==> config.mk <==
export PLATFORM = sky130hd
export DESIGN_NAME = wave_gen_flat
export DESIGN_NICKNAME = d
export VERILOG_FILES = /design/src/rtl/wave_gen_if.sv /design/src/rtl/wave_gen.sv /design/src/flat_wrapper.sv
export SDC_FILE = /design/constraint.sdc
export NUM_CORES = 1
export LEC_CHECK = 0
export ABC_AREA = 1
export CAP_MARGIN = 20
export CORE_MARGIN = 1.5
export CORE_UTILIZATION = 45
export DETAILED_ROUTE_END_ITERATION = 10
export GPL_TIMING_DRIVEN = 0
export PLACE_DENSITY = 0.67
export RECOVER_POWER = 100
export SLEW_MARGIN = 0
export SYNTH_ARGS = -nofsm -noshare
export SYNTH_HDL_FRONTEND = slang
export SYNTH_SLANG_ARGS = --single-unit
==> constraint.sdc <==
create_clock -name clk -period 2.34 [get_ports clk]
set_clock_uncertainty 0.1 [all_clocks]
set_input_delay 0.234 -clock clk [delete_from_list [all_inputs] [get_ports clk]]
set_output_delay 0.234 -clock clk [all_outputs]
set_load 0.05 [all_outputs]
==> src/rtl/wave_gen_if.sv <==
// Config and waveform-output bundle for wave_gen. The master drives run enable and config
// writes; the slave (wave_gen) returns the sample, direction and event pulses.
interface wave_gen_if #(
  parameter int unsigned WIDTH = 8
);
  logic             en;
  logic             cfg_we;
  logic [1:0]       cfg_addr;
  logic [15:0]      cfg_wdata;
  logic [WIDTH-1:0] value;
  logic             dir;
  logic             step;
  logic             wrap;
  logic             cfg_err;

  modport master (
    output en, cfg_we, cfg_addr, cfg_wdata,
    input  value, dir, step, wrap, cfg_err
  );

  modport slave (
    input  en, cfg_we, cfg_addr, cfg_wdata,
    output value, dir, step, wrap, cfg_err
  );
endinterface

==> src/rtl/wave_gen.sv <==
// Programmable stepped-waveform generator: triangle, saw up, saw down and square between
// programmable limits, advanced by a prescaler that fires every DIV+1 enabled cycles.
module wave_gen #(
  parameter int unsigned WIDTH = 8,
  parameter int unsigned DIV_W = 16
) (
  input logic       clk,
  input logic       reset,
  wave_gen_if.slave bus
);
  localparam logic [1:0] ModeTri    = 2'd0;
  localparam logic [1:0] ModeSawUp  = 2'd1;
  localparam logic [1:0] ModeSawDn  = 2'd2;
  localparam logic [1:0] ModeSquare = 2'd3;

  localparam logic [1:0] AddrLimL = 2'd0;
  localparam logic [1:0] AddrLimH = 2'd1;
  localparam logic [1:0] AddrMode = 2'd2;
  localparam logic [1:0] AddrDiv  = 2'd3;

  logic [WIDTH-1:0] lim_l_q, lim_h_q, value_q, value_d, wr_lim;
  logic [1:0]       mode_q;
  logic [DIV_W-1:0] div_q, cnt_q, cnt_d;
  logic             dir_q, dir_d, wrap_d, going_up;
  logic             step_q, wrap_q, cfg_err_q;
  logic             step_ev, wr_l, wr_h, bad_l, bad_h;

  assign wr_lim  = bus.cfg_wdata[WIDTH-1:0];
  assign wr_l    = bus.cfg_we && (bus.cfg_addr == AddrLimL);
  assign wr_h    = bus.cfg_we && (bus.cfg_addr == AddrLimH);
  assign bad_l   = wr_l && (wr_lim > lim_h_q);
  assign bad_h   = wr_h && (wr_lim < lim_l_q);
  assign step_ev = bus.en && (cnt_q == div_q);

  always_comb begin
    cnt_d = cnt_q + DIV_W'(1);
    if (!bus.en || step_ev || (bus.cfg_we && (bus.cfg_addr == AddrDiv))) begin
      cnt_d = '0;
    end
  end

  // Next sample for a step event; range recovery overrides every mode.
  always_comb begin
    value_d  = value_q;
    dir_d    = dir_q;
    wrap_d   = 1'b0;
    going_up = 1'b0;
    if (value_q > lim_h_q) begin
      value_d = lim_h_q;
      dir_d   = 1'b0;
    end else if (value_q < lim_l_q) begin
      value_d = lim_l_q;
      dir_d   = 1'b1;
    end else begin
      case (mode_q)
        ModeTri: begin
          if (lim_l_q == lim_h_q) begin
            dir_d  = 1'b1;
            wrap_d = 1'b1;
          end else begin
            // At a limit the direction is implied by the limit, not by the stored dir.
            going_up = (value_q == lim_l_q) || ((value_q != lim_h_q) && dir_q);
            if (going_up) begin
              value_d = value_q + WIDTH'(1);
              dir_d   = (value_d != lim_h_q);
            end else begin
              value_d = value_q - WIDTH'(1);
              dir_d   = (value_d == lim_l_q);
              wrap_d  = dir_d;
            end
          end
        end
        ModeSawUp: begin
          dir_d = 1'b1;
          if (value_q == lim_h_q) begin
            value_d = lim_l_q;
            wrap_d  = 1'b1;
          end else begin
            value_d = value_q + WIDTH'(1);
          end
        end
        ModeSawDn: begin
          dir_d = 1'b0;
          if (value_q == lim_l_q) begin
            value_d = lim_h_q;
            wrap_d  = 1'b1;
          end else begin
            value_d = value_q - WIDTH'(1);
          end
        end
        ModeSquare: begin
          if (value_q == lim_h_q) begin
            value_d = lim_l_q;
            wrap_d  = 1'b1;
          end else begin
            value_d = lim_h_q;
          end
          dir_d = (value_d == lim_l_q);
        end
        default: ;
      endcase
    end
  end

  always_ff @(posedge clk) begin
    if (reset) begin
      lim_l_q   <= '0;
      lim_h_q   <= WIDTH'(9);
      mode_q    <= ModeTri;
      div_q     <= '0;
      cnt_q     <= '0;
      value_q   <= '0;
      dir_q     <= 1'b1;
      step_q    <= 1'b0;
      wrap_q    <= 1'b0;
      cfg_err_q <= 1'b0;
    end else begin
      cnt_q     <= cnt_d;
      step_q    <= step_ev;
      wrap_q    <= step_ev && wrap_d;
      cfg_err_q <= bad_l || bad_h;
      if (step_ev) begin
        value_q <= value_d;
        dir_q   <= dir_d;
      end
      if (wr_l && !bad_l) lim_l_q <= wr_lim;
      if (wr_h && !bad_h) lim_h_q <= wr_lim;
      if (bus.cfg_we && (bus.cfg_addr == AddrMode)) mode_q <= bus.cfg_wdata[1:0];
      if (bus.cfg_we && (bus.cfg_addr == AddrDiv))  div_q  <= bus.cfg_wdata[DIV_W-1:0];
    end
  end

  assign bus.value   = value_q;
  assign bus.dir     = dir_q;
  assign bus.step    = step_q;
  assign bus.wrap    = wrap_q;
  assign bus.cfg_err = cfg_err_q;
endmodule
==> src/flat_wrapper.sv <==
// flat-port wrapper written by rule: the top's interface ports become plain ports
module wave_gen_flat 
#(
  parameter int unsigned WIDTH = 8,
  parameter int unsigned DIV_W = 16
)
  (clk, reset, bus_en, bus_cfg_we, bus_cfg_addr, bus_cfg_wdata, bus_value, bus_dir, bus_step, bus_wrap, bus_cfg_err);
  wave_gen_if #(.WIDTH(WIDTH)) bus_i ();
  input logic clk;
  input logic reset;
  input wire logic [$bits(bus_i.en)-1:0] bus_en;
  input wire logic [$bits(bus_i.cfg_we)-1:0] bus_cfg_we;
  input wire logic [$bits(bus_i.cfg_addr)-1:0] bus_cfg_addr;
  input wire logic [$bits(bus_i.cfg_wdata)-1:0] bus_cfg_wdata;
  output wire logic [$bits(bus_i.value)-1:0] bus_value;
  output wire logic [$bits(bus_i.dir)-1:0] bus_dir;
  output wire logic [$bits(bus_i.step)-1:0] bus_step;
  output wire logic [$bits(bus_i.wrap)-1:0] bus_wrap;
  output wire logic [$bits(bus_i.cfg_err)-1:0] bus_cfg_err;
  assign bus_i.en = bus_en;
  assign bus_i.cfg_we = bus_cfg_we;
  assign bus_i.cfg_addr = bus_cfg_addr;
  assign bus_i.cfg_wdata = bus_cfg_wdata;
  assign bus_value = bus_i.value;
  assign bus_dir = bus_i.dir;
  assign bus_step = bus_i.step;
  assign bus_wrap = bus_i.wrap;
  assign bus_cfg_err = bus_i.cfg_err;
  wave_gen #(.WIDTH(WIDTH), .DIV_W(DIV_W)) u_core (.clk(clk), .reset(reset), .bus(bus_i));
endmodule
==> run_results.csv, run 1 <==
group,metric,value,unit
run_status,run_status,"complete, no violations",
worst_setup_path,timing.rr.start,"u_core.lim_l_q[3]$_SDFFE_PP0P_",
synth,synth_compound_area_share,19.9,%
worst_hold_path,hp-start,"reset",
synth,synth.yosys.warnings,0,
routing,routed_wl,15800,um
worst_setup_path,cp_common_cell,"nand2_2",
cells_and_area,finalNetCount,827,
floorplan,ioPinCount,34,
cells_and_area,antenna_cells,0,
routing,drt.antenna.violating_nets,0,
sta,finalCritPeriodShare,97.7,%
synth,synthTopCellsByArea,"dfxtp_1, nand2_1, ha_1",
worst_setup_path,required,2520,ps
worst_setup_path,cp-start-kind,"flip-flop",
clock_tree,cts.clk_slew.worst_paths,80,ps
clock_tree,cts_root_buffer,"clkbuf_8",
worst_setup_path,r2r.worst_path.cells,11,
worst_hold_path,hold_depth,2,
routing,drt-initial-drc-count,392,
cells_and_area,utilization,54.9,%
worst_setup_path,cp_cell_sequence,"inv_2 > ha_1 > nand2_2 > o21ai_4 > nand2_2 > nand2_4 > clkinvlp_4 > nor2_4 > buf_4 > a21oi_1 > a21oi_2",
sta,slew_violations,0,
synth,synth_fa_ha_area_share,9.00,%
grt,gr-total-overflow,0,
synth,postSynthCellCount,721,
worst_setup_path,crit_fanout,8,
grt,grt_pass1_vias,4726,
place,pre_cts_ws,-428,ps
worst_setup_path,crit_path_max_incr_delay,390,ps
synth,synth_top_cell_area_share,26.3,%
sta,rsz0062_at_grt,"true",
place,gp_congestion,0.949,
grt,grt_max_degree,12,
cells_and_area,final_common_cell,"nand2_1",
worst_setup_path,crit_family,"simple AND/OR/NAND/NOR gates",
clock_tree,cts_buffer_depth,2,
clock_tree,cts_tree,"done",
sta,relSlewSlack,49.9,%
floorplan,core,10300,um2
worst_hold_path,holdPathEnd,"u_core.bus.value[5]$_SDFFE_PP0P_",
cells_and_area,multi_input_area,3130,um2
grt,antenna_found_initial,0,
cells_and_area,final_area,5650,um2
clock_tree,cts_buffers,9,
place,port_buffers,32,
place,postPlaceCellArea,5220,um2
sta,worst_pin_slew,751,ps
power_and_ir_drop,worst_ir_drop_vdd,380,uV
power_and_ir_drop,power.density,666,nW/um2
worst_setup_path,critical-path-slowest-cell,"dfxtp_4",
synth,synth_area_leader_cell,"dfxtp_1",
worst_setup_path,endpoint_kind,"flip-flop",
cells_and_area,drive_above_1_share,17.7,%
cells_and_area,syn2layout_area_growth,19.5,%
floorplan,rows,37,
floorplan,die_h,105,um
clock_tree,h-tree-depth,3,
routing,route.detailed.drc,0,
cells_and_area,mostFrequentLayoutCells,"nand2_1, a21oi_1, inv_1",
sta,hold_violations,0,
clock_tree,numClockSinks,62,
worst_hold_path,hp-class,"primary input to flip-flop",
worst_setup_path,cp.arrival,2470,ps
floorplan,die_w,105,um
worst_setup_path,ff2ff_setup_slack,50,ps
job,drv_cap,0,
cells_and_area,nFillCells,1056,
routing,num_vias,5087,
sta,min_period,2290,ps
routing,vias_per_cell,5.58,
floorplan,die-area,11100,um2
synth,ys_seq_area_share,26.3,%
synth,netlist_area,4730,um2
synth,syn-mean-instance-area,6.55,um2
sta,fmax,438,MHz
sta,setup_ws,54.7,ps
sta,setup_viol,0,
worst_setup_path,reg2reg_to,"u_core.bus.value[0]$_SDFFE_PP0P_",
synth,synth_top_family_by_area,"simple AND/OR/NAND/NOR gates",
grt,gr-usage-all-layers,29.1,%
routing,dr.pass1.iters,5,
synth,synth_mux_area_share,0,%
worst_setup_path,crit_type,"flip-flop to flip-flop",
routing,avgRoutedWirePerCell,17.3,um
power_and_ir_drop,p_leak,0.00243,uW
synth,synth.distinct_cells,40,
clock_tree,clk_latency,370,ps
cells_and_area,seqCellArea,1300,um2
synth,synthSimpleGateAreaFrac,33.1,%
place,hpwlAfterDp,12100,um
clock_tree,hold_buffers,0,
synth,ys_ff_latch,62,
worst_setup_path,cp.buffers_inverters,3,
synth,yosys.area_share.xor_xnor,2.59,%
grt,grt_pass1_wl,24600,um
synth,syn_nets,777,
floorplan,initial_core_util,46.0,%
-- registers in the layout (all words and copies together) (netlist names) --
name,flops
u_core.div_q,16
u_core.bus.dir,1
u_core.lim_h_q,8
u_core.lim_l_q,8
u_core.bus.wrap,1
u_core.bus.cfg_err,1
u_core.bus.value,8
u_core.bus.step,1
u_core.mode_q,2
u_core.cnt_q,16
-- logic make-up (layout without fill, tap and decap cells) --
family | Yosys count | count (layout)
AO/OA/AOI/OAI | 167 | 167
XOR/XNOR | 14 | 14
adder cells (fa/ha/maj) | 34 | 34
buffers and inverters | 106 | 161
flip-flops | 62 | 62
AND/OR/NAND/NOR | 338 | 338
-- routing by layer --
metal	routed length (um)	vias up	part of all wire, %	GRT usage, %
met4	387	0	2.4	11.3
li1	-	2522	-	-
met5	0	-	0	0
met3	894	31	5.7	6.18
met1	6790	2376	43	35.0
met2	7720	158	49	50.3
-- worst register-to-register path, stage by stage (launching register included) --
cell	delay [ps]
dfxtp_4	390
inv_2	90
ha_1	320
nand2_2	90
o21ai_4	170
nand2_2	80
nand2_4	150
clkinvlp_4	230
nor2_4	230
buf_4	140
a21oi_1	70
a21oi_2	150
-- stage by stage --
step	setup TNS, ps	power [uW]	cells	hold slack (ps)
finish	0	3760	912	319
detailed placement	-4210	2470	889	351
CTS	0	3620	907	315
floorplan	0	2080	721	261
global placement	-3840	2460	889	348
global route	-395	3950	912	330
-- how the worst max path moves through the flow --
stage / startpoint / to / cells after the start
CTS: u_core.lim_h_q[7]$_SDFFE_PP0P_ / u_core.bus.value[3]$_SDFFE_PP0P_ / 13
finish: u_core.lim_l_q[3]$_SDFFE_PP0P_ / u_core.bus.value[0]$_SDFFE_PP0P_ / 11
detailed placement: u_core.lim_l_q[3]$_SDFFE_PP0P_ / u_core.bus.value[3]$_SDFFE_PP0P_ / 12
floorplan: u_core.bus.value[1]$_SDFFE_PP0P_ / u_core.bus.value[7]$_SDFFE_PP0P_ / 11
global route: u_core.lim_h_q[1]$_SDFFE_PP0P_ / u_core.bus.value[3]$_SDFFE_PP0P_ / 13
global placement: u_core.lim_l_q[3]$_SDFFE_PP0P_ / u_core.bus.value[3]$_SDFFE_PP0P_ / 12
-- final cells by class --
class / instances / share of cell area [%]
clock buffers: 11 / 2.50
flip-flops and latches: 62 / 23.0
repair buffers: 39 / 6.60
well taps: 136 / 3.01
inverters: 84 / 5.76
clock inverters: 5 / 1.46
plain buffers: 22 / 2.28
multi-input cells: 553 / 55.4
-- synthesized netlist by cell type, drive strengths merged --
cell type and count:
a31oi 1, a22oi 1, nor4 1, o22ai 1, nand3 64, o2111ai 4, and2 1, nor3b 5
nor3 14, or2 1, a21oi 81, dfxtp 62, nand2 180, o21ai 61, nand4 9, clkinv 1
clkbuf 7, buf 15, nor2 63, xnor2 4, ha 34, inv 83, o21bai 3, o211ai 12
xor2 10, o21a 3
-- where the power goes --
part / leakage, uW / switching [uW] / internal (uW)
clock: 0.000113 / 475 / 631
sequential: 0.000516 / 70.3 / 1100
combinational: 0.00180 / 960 / 523
-- what timing repair did --
item                       4_1_cts  5_1_grt
resized for setup               27       56
setup buffers                    2        5
setup endpoints to repair       12       13
pin swaps                        1        6
(Power assumes the default switching activity.)
==> inputs of run 2 (changes only) <==
- PLACE_DENSITY: 0.67 -> 0.73
==> run 2 against run 1 <==
- sequential power is essentially flat
- clock power fell by 12%
- die area unchanged
- critical path depth increased by 1
- register-to-register slack is essentially flat
- sequential share of layout area decreased by 0.31 points
- fmax hardly changed
- critical endpoint is now u_core.bus.value[3]$_SDFFE_PP0P_
==> run_results.csv, run 2 (synthesis gave the netlist of run 1 again) <==
group,metric,value,unit
worst_setup_path,cp_cell_sequence,"inv_1 > ha_1 > nand2_1 > nor2_2 > nand2_1 > nand2_4 > clkinvlp_4 > nor2_4 > inv_2 > nand2_1 > nand2_1 > o21a_1",
run_status,run_status,"complete, no violations",
sta,worst_pin_slew,697,ps
clock_tree,numClockSinks,62,
place,gp_congestion,1.02,
cells_and_area,seqCellArea,1280,um2
floorplan,die-area,11100,um2
power_and_ir_drop,power.density,645,nW/um2
power_and_ir_drop,power_frac_comb,41.2,%
routing,routed_wl,15300,um
sta,setup_viol,0,
clock_tree,cts_buffer_depth,2,
power_and_ir_drop,worst_ir_drop_vdd,231,uV
power_and_ir_drop,p_seq_share,32.0,%
worst_hold_path,hold_depth,2,
grt,gr-total-overflow,0,
clock_tree,cts_buffers,9,
worst_hold_path,hp-class,"primary input to flip-flop",
sta,slew_violations,0,
place,placed_cells,889,
routing,vias_per_cell,5.58,
clock_tree,cts_tree,"done",
worst_setup_path,cp_common_cell,"nand2_1",
grt,grt_max_degree,11,
grt,antenna_found_initial,0,
cells_and_area,finalNetCount,830,
clock_tree,hold_buffers,0,
sta,relSlewSlack,53.6,%
sta,hold_violations,0,
floorplan,die_h,105,um
job,drv_cap,0,
routing,drt-initial-drc-count,503,
power_and_ir_drop,internal_power,2160,uW
sta,min_period,2290,ps
routing,route.detailed.drc,0,
cells_and_area,utilization,55.1,%
place,hpwlAfterDp,11700,um
power_and_ir_drop,p_sw,1490,uW
cells_and_area,mostFrequentLayoutCells,"nand2_1, a21oi_1, inv_1",
sta,final.hold.worst_slack,304,ps
clock_tree,clk_latency,360,ps
power_and_ir_drop,netSwitchingFraction,40.8,%
clock_tree,h-tree-depth,3,
worst_setup_path,cp-start-kind,"flip-flop",
worst_setup_path,crit_fanout,7,
worst_setup_path,r2r.worst_path.cells,12,
routing,num_vias,5104,
place,port_buffers,32,
routing,avgRoutedWirePerCell,16.7,um
cells_and_area,drive_above_1_share,17.6,%
worst_setup_path,required,2480,ps
clock_tree,cts_root_buffer,"clkbuf_8",
routing,drt.antenna.violating_nets,0,
power_and_ir_drop,power_frac_clock,26.8,%
routing,dr.pass1.iters,5,
sta,finalCritPeriodShare,97.7,%
floorplan,die_w,105,um
cells_and_area,stdcell_count,915,
sta,fmax,437,MHz
worst_setup_path,critical-path-slowest-cell,"dfxtp_4",
floorplan,rows,37,
worst_setup_path,crit_type,"flip-flop to flip-flop",
floorplan,ioPinCount,34,
grt,grt_pass1_vias,4724,
sta,rsz0062_at_grt,"true",
floorplan,initial_core_util,46.0,%
cells_and_area,syn2layout_area_growth,19.9,%
cells_and_area,final_common_cell,"nand2_1",
power_and_ir_drop,p_leak,0.00244,uW
floorplan,core,10300,um2
cells_and_area,antenna_cells,0,
power_and_ir_drop,finalPower,3660,uW
cells_and_area,multi_input_area,3150,um2
worst_setup_path,endpoint_kind,"flip-flop",
grt,grt_pass1_wl,24700,um
clock_tree,cts.clk_slew.worst_paths,80,ps
worst_setup_path,crit_path_max_incr_delay,400,ps
cells_and_area,reg_top3,"u_core.cnt_q: 16 flops, u_core.div_q: 16 flops",
worst_setup_path,cp.arrival,2430,ps
grt,gr-usage-all-layers,28.8,%
cells_and_area,nFillCells,1062,
-- run 2: routing by layer --
metal	routed length, um	global-route usage (%)
met5	0	0
met4	386	11.8
met3	1050	3.46
met2	6380	42.5
met1	7490	42.1
-- run 2: power groups by stage --
stage	combinational, uW	clock [uW]	sequential, uW
5_1_grt	1660	1040	1170
2_1_floorplan	854	0	1220
3_5_place_dp	1270	0	1190
4_1_cts	1380	992	1170
6_report	1510	981	1170
3_3_place_gp	1260	0	1190
-- run 2: cell type report --
type / count / area share [%]
Buffer: 22 / 2.60
Clock buffer: 13 / 2.63
Clock inverter: 3 / 0.773
Tap cell: 136 / 3.00
Multi-Input combinational cell: 553 / 55.6
Timing Repair Buffer: 42 / 6.98
Sequential cell: 62 / 22.7
Inverter: 84 / 5.72
-- run 2: worst paths after layout --
path | start | end | slack (ps)
setup / recovery | u_core.lim_l_q[4]$_SDFFE_PP0P_ | u_core.bus.value[3]$_SDFFE_PP0P_ | 50
hold / removal | reset | u_core.bus.value[2]$_SDFFE_PP0P_ | 300
setup reg to reg | u_core.lim_l_q[4]$_SDFFE_PP0P_ | u_core.bus.value[3]$_SDFFE_PP0P_ | 50
hold reg to reg | u_core.div_q[9]$_SDFFE_PP0P_ | u_core.div_q[9]$_SDFFE_PP0P_ | 360
-- run 2: metrics by stage --
stage | setup TNS, ps | worst slack [ps] | area [um2]
2_1_floorplan | 0 | 24.4 | 4730
3_3_place_gp | -3030 | -314 | 5220
3_5_place_dp | -3300 | -308 | 5220
4_1_cts | -2.94 | -2.94 | 5490
5_1_grt | -46.0 | -14.9 | 5670
6_report | 0 | 53.0 | 5670
-- run 2: timing repair --
| action | 4_1_cts | 5_1_grt |
|---|---|---|
| pin swaps | 2 | 8 |
| resized for setup | 26 | 54 |
| buffers inserted | 4 | 6 |
| endpoints found under the setup margin | 10 | 26 |
-- run 2: worst max-delay path: cells and delay by family, from the launching register on --
kind / cells / cell delay [ps]
fa+ha+maj: 1 / 300
compound gates: 1 / 170
flops: 1 / 400
buf+inv: 3 / 390
simple gates: 7 / 810
==> inputs of run 3 (changes only) <==
- clock period: 2.34 -> 2.2 ns (I/O delays scaled with it)
==> run 3 against run 2 <==
- count of clock-buffer cells in the layout is 1 lower
- sequential share of layout area decreased by 0.85 points
- non-clock buffer count rose by 20
- design area is 6.5% higher
- the run now ends with setup timing left
- largest cell class unchanged
- routed wire length increased by 4.3%
- sequential power rose by 5%
- total power up 12%
- via count grew 3.7%
- critical path depth stayed put
- combinational power up 19%
- worst hold slack got worse by 130 ps
==> run_results.csv, run 3 (synthesis gave the netlist of run 1 again) <==
group,metric,value,unit
routing,drt.antenna.violating_nets,0,
cells_and_area,syn2layout_area_growth,27.7,%
worst_setup_path,cp_common_cell,"nand2_1",
clock_tree,h-tree-depth,3,
floorplan,die-area,11100,um2
cells_and_area,nFillCells,989,
sta,worst_pin_slew,812,ps
sta,relSlewSlack,45.9,%
floorplan,initial_core_util,46.0,%
worst_setup_path,reg2reg_to,"u_core.bus.value[4]$_SDFFE_PP0P_",
clock_tree,cts_tree,"done",
cells_and_area,reg_top3,"u_core.cnt_q: 16 flops, u_core.div_q: 16 flops",
cells_and_area,finalNetCount,850,
place,hpwlAfterDp,12000,um
run_status,run_status,"complete, but fails checks",
worst_setup_path,crit_family,"simple AND/OR/NAND/NOR gates",
worst_setup_path,timing.rr.start,"u_core.lim_l_q[1]$_SDFFE_PP0P_",
sta,setup_viol,1,
floorplan,rows,37,
worst_setup_path,crit_type,"flip-flop to flip-flop",
routing,dr.pass1.iters,6,
worst_setup_path,cp_cell_sequence,"inv_2 > ha_1 > nand2_1 > nor2_4 > nand2_4 > buf_6 > o21ai_1 > nand2_1 > o2111ai_1 > nand3_1 > nand2_1 > o21a_1",
clock_tree,clk_latency,360,ps
clock_tree,cts_buffer_depth,2,
clock_tree,cts_buffers,9,
worst_setup_path,crit_path_max_incr_delay,350,ps
clock_tree,numClockSinks,62,
place,port_buffers,32,
floorplan,die_w,105,um
sta,finalCritPeriodShare,100,%
floorplan,ioPinCount,34,
job,drv_cap,0,
sta,fmax,453,MHz
grt,antenna_found_initial,0,
cells_and_area,final_area,6040,um2
sta,min_period,2210,ps
grt,grt_pass1_wl,24600,um
floorplan,die_h,105,um
sta,slew_violations,0,
sta,final.hold.worst_slack,175,ps
worst_setup_path,crit_fanout,10,
grt,grt_max_degree,12,
power_and_ir_drop,p_leak,0.00260,uW
sta,setup_ws,-5.30,ps
grt,grt_pass1_vias,4797,
sta,hold_violations,0,
place,postPlaceCellArea,5230,um2
routing,routed_wl,16000,um
routing,num_vias,5291,
worst_setup_path,cp-start-kind,"flip-flop",
cells_and_area,drive_above_1_share,23.2,%
cells_and_area,mostFrequentLayoutCells,"nand2_1, a21oi_1, nand3_1",
routing,route.detailed.drc,0,
worst_setup_path,cp.arrival,2410,ps
clock_tree,hold_buffers,0,
worst_setup_path,critical-path-slowest-cell,"dfxtp_4",
worst_hold_path,hp-class,"primary input to flip-flop",
run_status,violations,"setup timing",
sta,rsz0062_at_grt,"true",
worst_hold_path,hp-start,"bus_cfg_wdata[3]",
grt,gr-usage-all-layers,28.6,%
worst_setup_path,cp.buffers_inverters,2,
power_and_ir_drop,power.density,676,nW/um2
worst_setup_path,ff2ff_setup_slack,-5,ps
routing,drt-initial-drc-count,563,
worst_setup_path,r2r.worst_path.cells,12,
worst_setup_path,endpoint_kind,"flip-flop",
routing,vias_per_cell,5.66,
routing,avgRoutedWirePerCell,17.1,um
cells_and_area,antenna_cells,0,
place,gp_congestion,1.03,
worst_hold_path,hold_depth,3,
floorplan,core,10300,um2
grt,gr-total-overflow,0,
power_and_ir_drop,worst_ir_drop_vdd,296,uV
worst_setup_path,required,2400,ps
worst_hold_path,holdPathEnd,"u_core.lim_h_q[3]$_SDFFE_PP1P_",
cells_and_area,final_common_cell,"nand2_1",
clock_tree,cts_root_buffer,"clkbuf_8",
clock_tree,cts.clk_slew.worst_paths,80,ps
==> run 3: cell count changes in the layout (fill, tap and decap cells not counted), moves of 7 or more <==
| cell | change |
|---|---|
| ha_4 | +7 |
| clkdlybuf4s50_1 | -7 |
| nand2_1 | -8 |
| ha_1 | -8 |
| buf_4 | +17 |
| dfxtp_2 | -7 |
| dfxtp_4 | +11 |
==> run 3: repair_timing <==
| item | in CTS | in global routing |
|---|---|---|
| gates cloned | 0 | 1 |
| buffers inserted | 7 | 22 |
| gates resized for setup | 47 | 79 |
| pin swaps | 5 | 21 |
| setup endpoints to repair | 18 | 18 |
==> run 3: layout make-up <==
class / count / area [um2] / share of cell area [%]
tap: 136 / 170 / 2.82
sequential: 62 / 1320 / 21.8
clock inverter: 4 / 53.8 / 0.891
timing repair buffer: 62 / 567 / 9.39
buffer: 22 / 149 / 2.47
multi-input combinational: 553 / 3300 / 54.6
inverter: 84 / 337 / 5.58
clock buffer: 12 / 145 / 2.40
==> run 3: through the flow <==
stage,TNS (ps),util (%),total power [uW],setup WS (ps),std cells
global route,-453,58.7,4300,-81.7,935
detailed placement,-7170,50.9,2620,-607,889
CTS,0,54.3,3840,0.165,912
global placement,-7030,50.9,2620,-638,889
floorplan,0,-,2210,6.22,721
finish,-5.30,58.7,4080,-5.30,935
==> run 3: how the worst max path moves through the flow <==
stage	from	slack (ps)	cells after the start	endpoint
after floorplan	u_core.bus.value[2]$_SDFFE_PP0P_	6	11	u_core.bus.value[7]$_SDFFE_PP0P_
after global placement	u_core.lim_l_q[3]$_SDFFE_PP0P_	-640	12	u_core.bus.value[3]$_SDFFE_PP0P_
after detailed placement	u_core.lim_l_q[3]$_SDFFE_PP0P_	-610	12	u_core.bus.value[3]$_SDFFE_PP0P_
after CTS	u_core.bus.value[1]$_SDFFE_PP0P_	0.2	15	u_core.bus.dir$_SDFFE_PP1P_
after global routing	u_core.bus.value[7]$_SDFFE_PP0P_	-80	10	u_core.bus.value[7]$_SDFFE_PP0P_
final	u_core.lim_l_q[1]$_SDFFE_PP0P_	-5	12	u_core.bus.value[4]$_SDFFE_PP0P_
==> run 3: report_power, final <==
| part | internal (uW) | switching [uW] | total [uW] |
|---|---|---|---|
| Clock | 562 | 504 | 1070 |
| Sequential | 1160 | 68.3 | 1230 |
| Combinational | 684 | 1100 | 1790 |
==> run 3: metal layers <==
metal	track usage, %	wire (um)
met1	36.7	7070
met2	48.9	7540
met3	4.14	893
met4	10.2	467
met5	0	0
==> run 3: worst min-delay path, stage by stage <==
cell and delay [ps]:
dlymetal6s2s_1 190, nand3_1 110, nand3_1 70
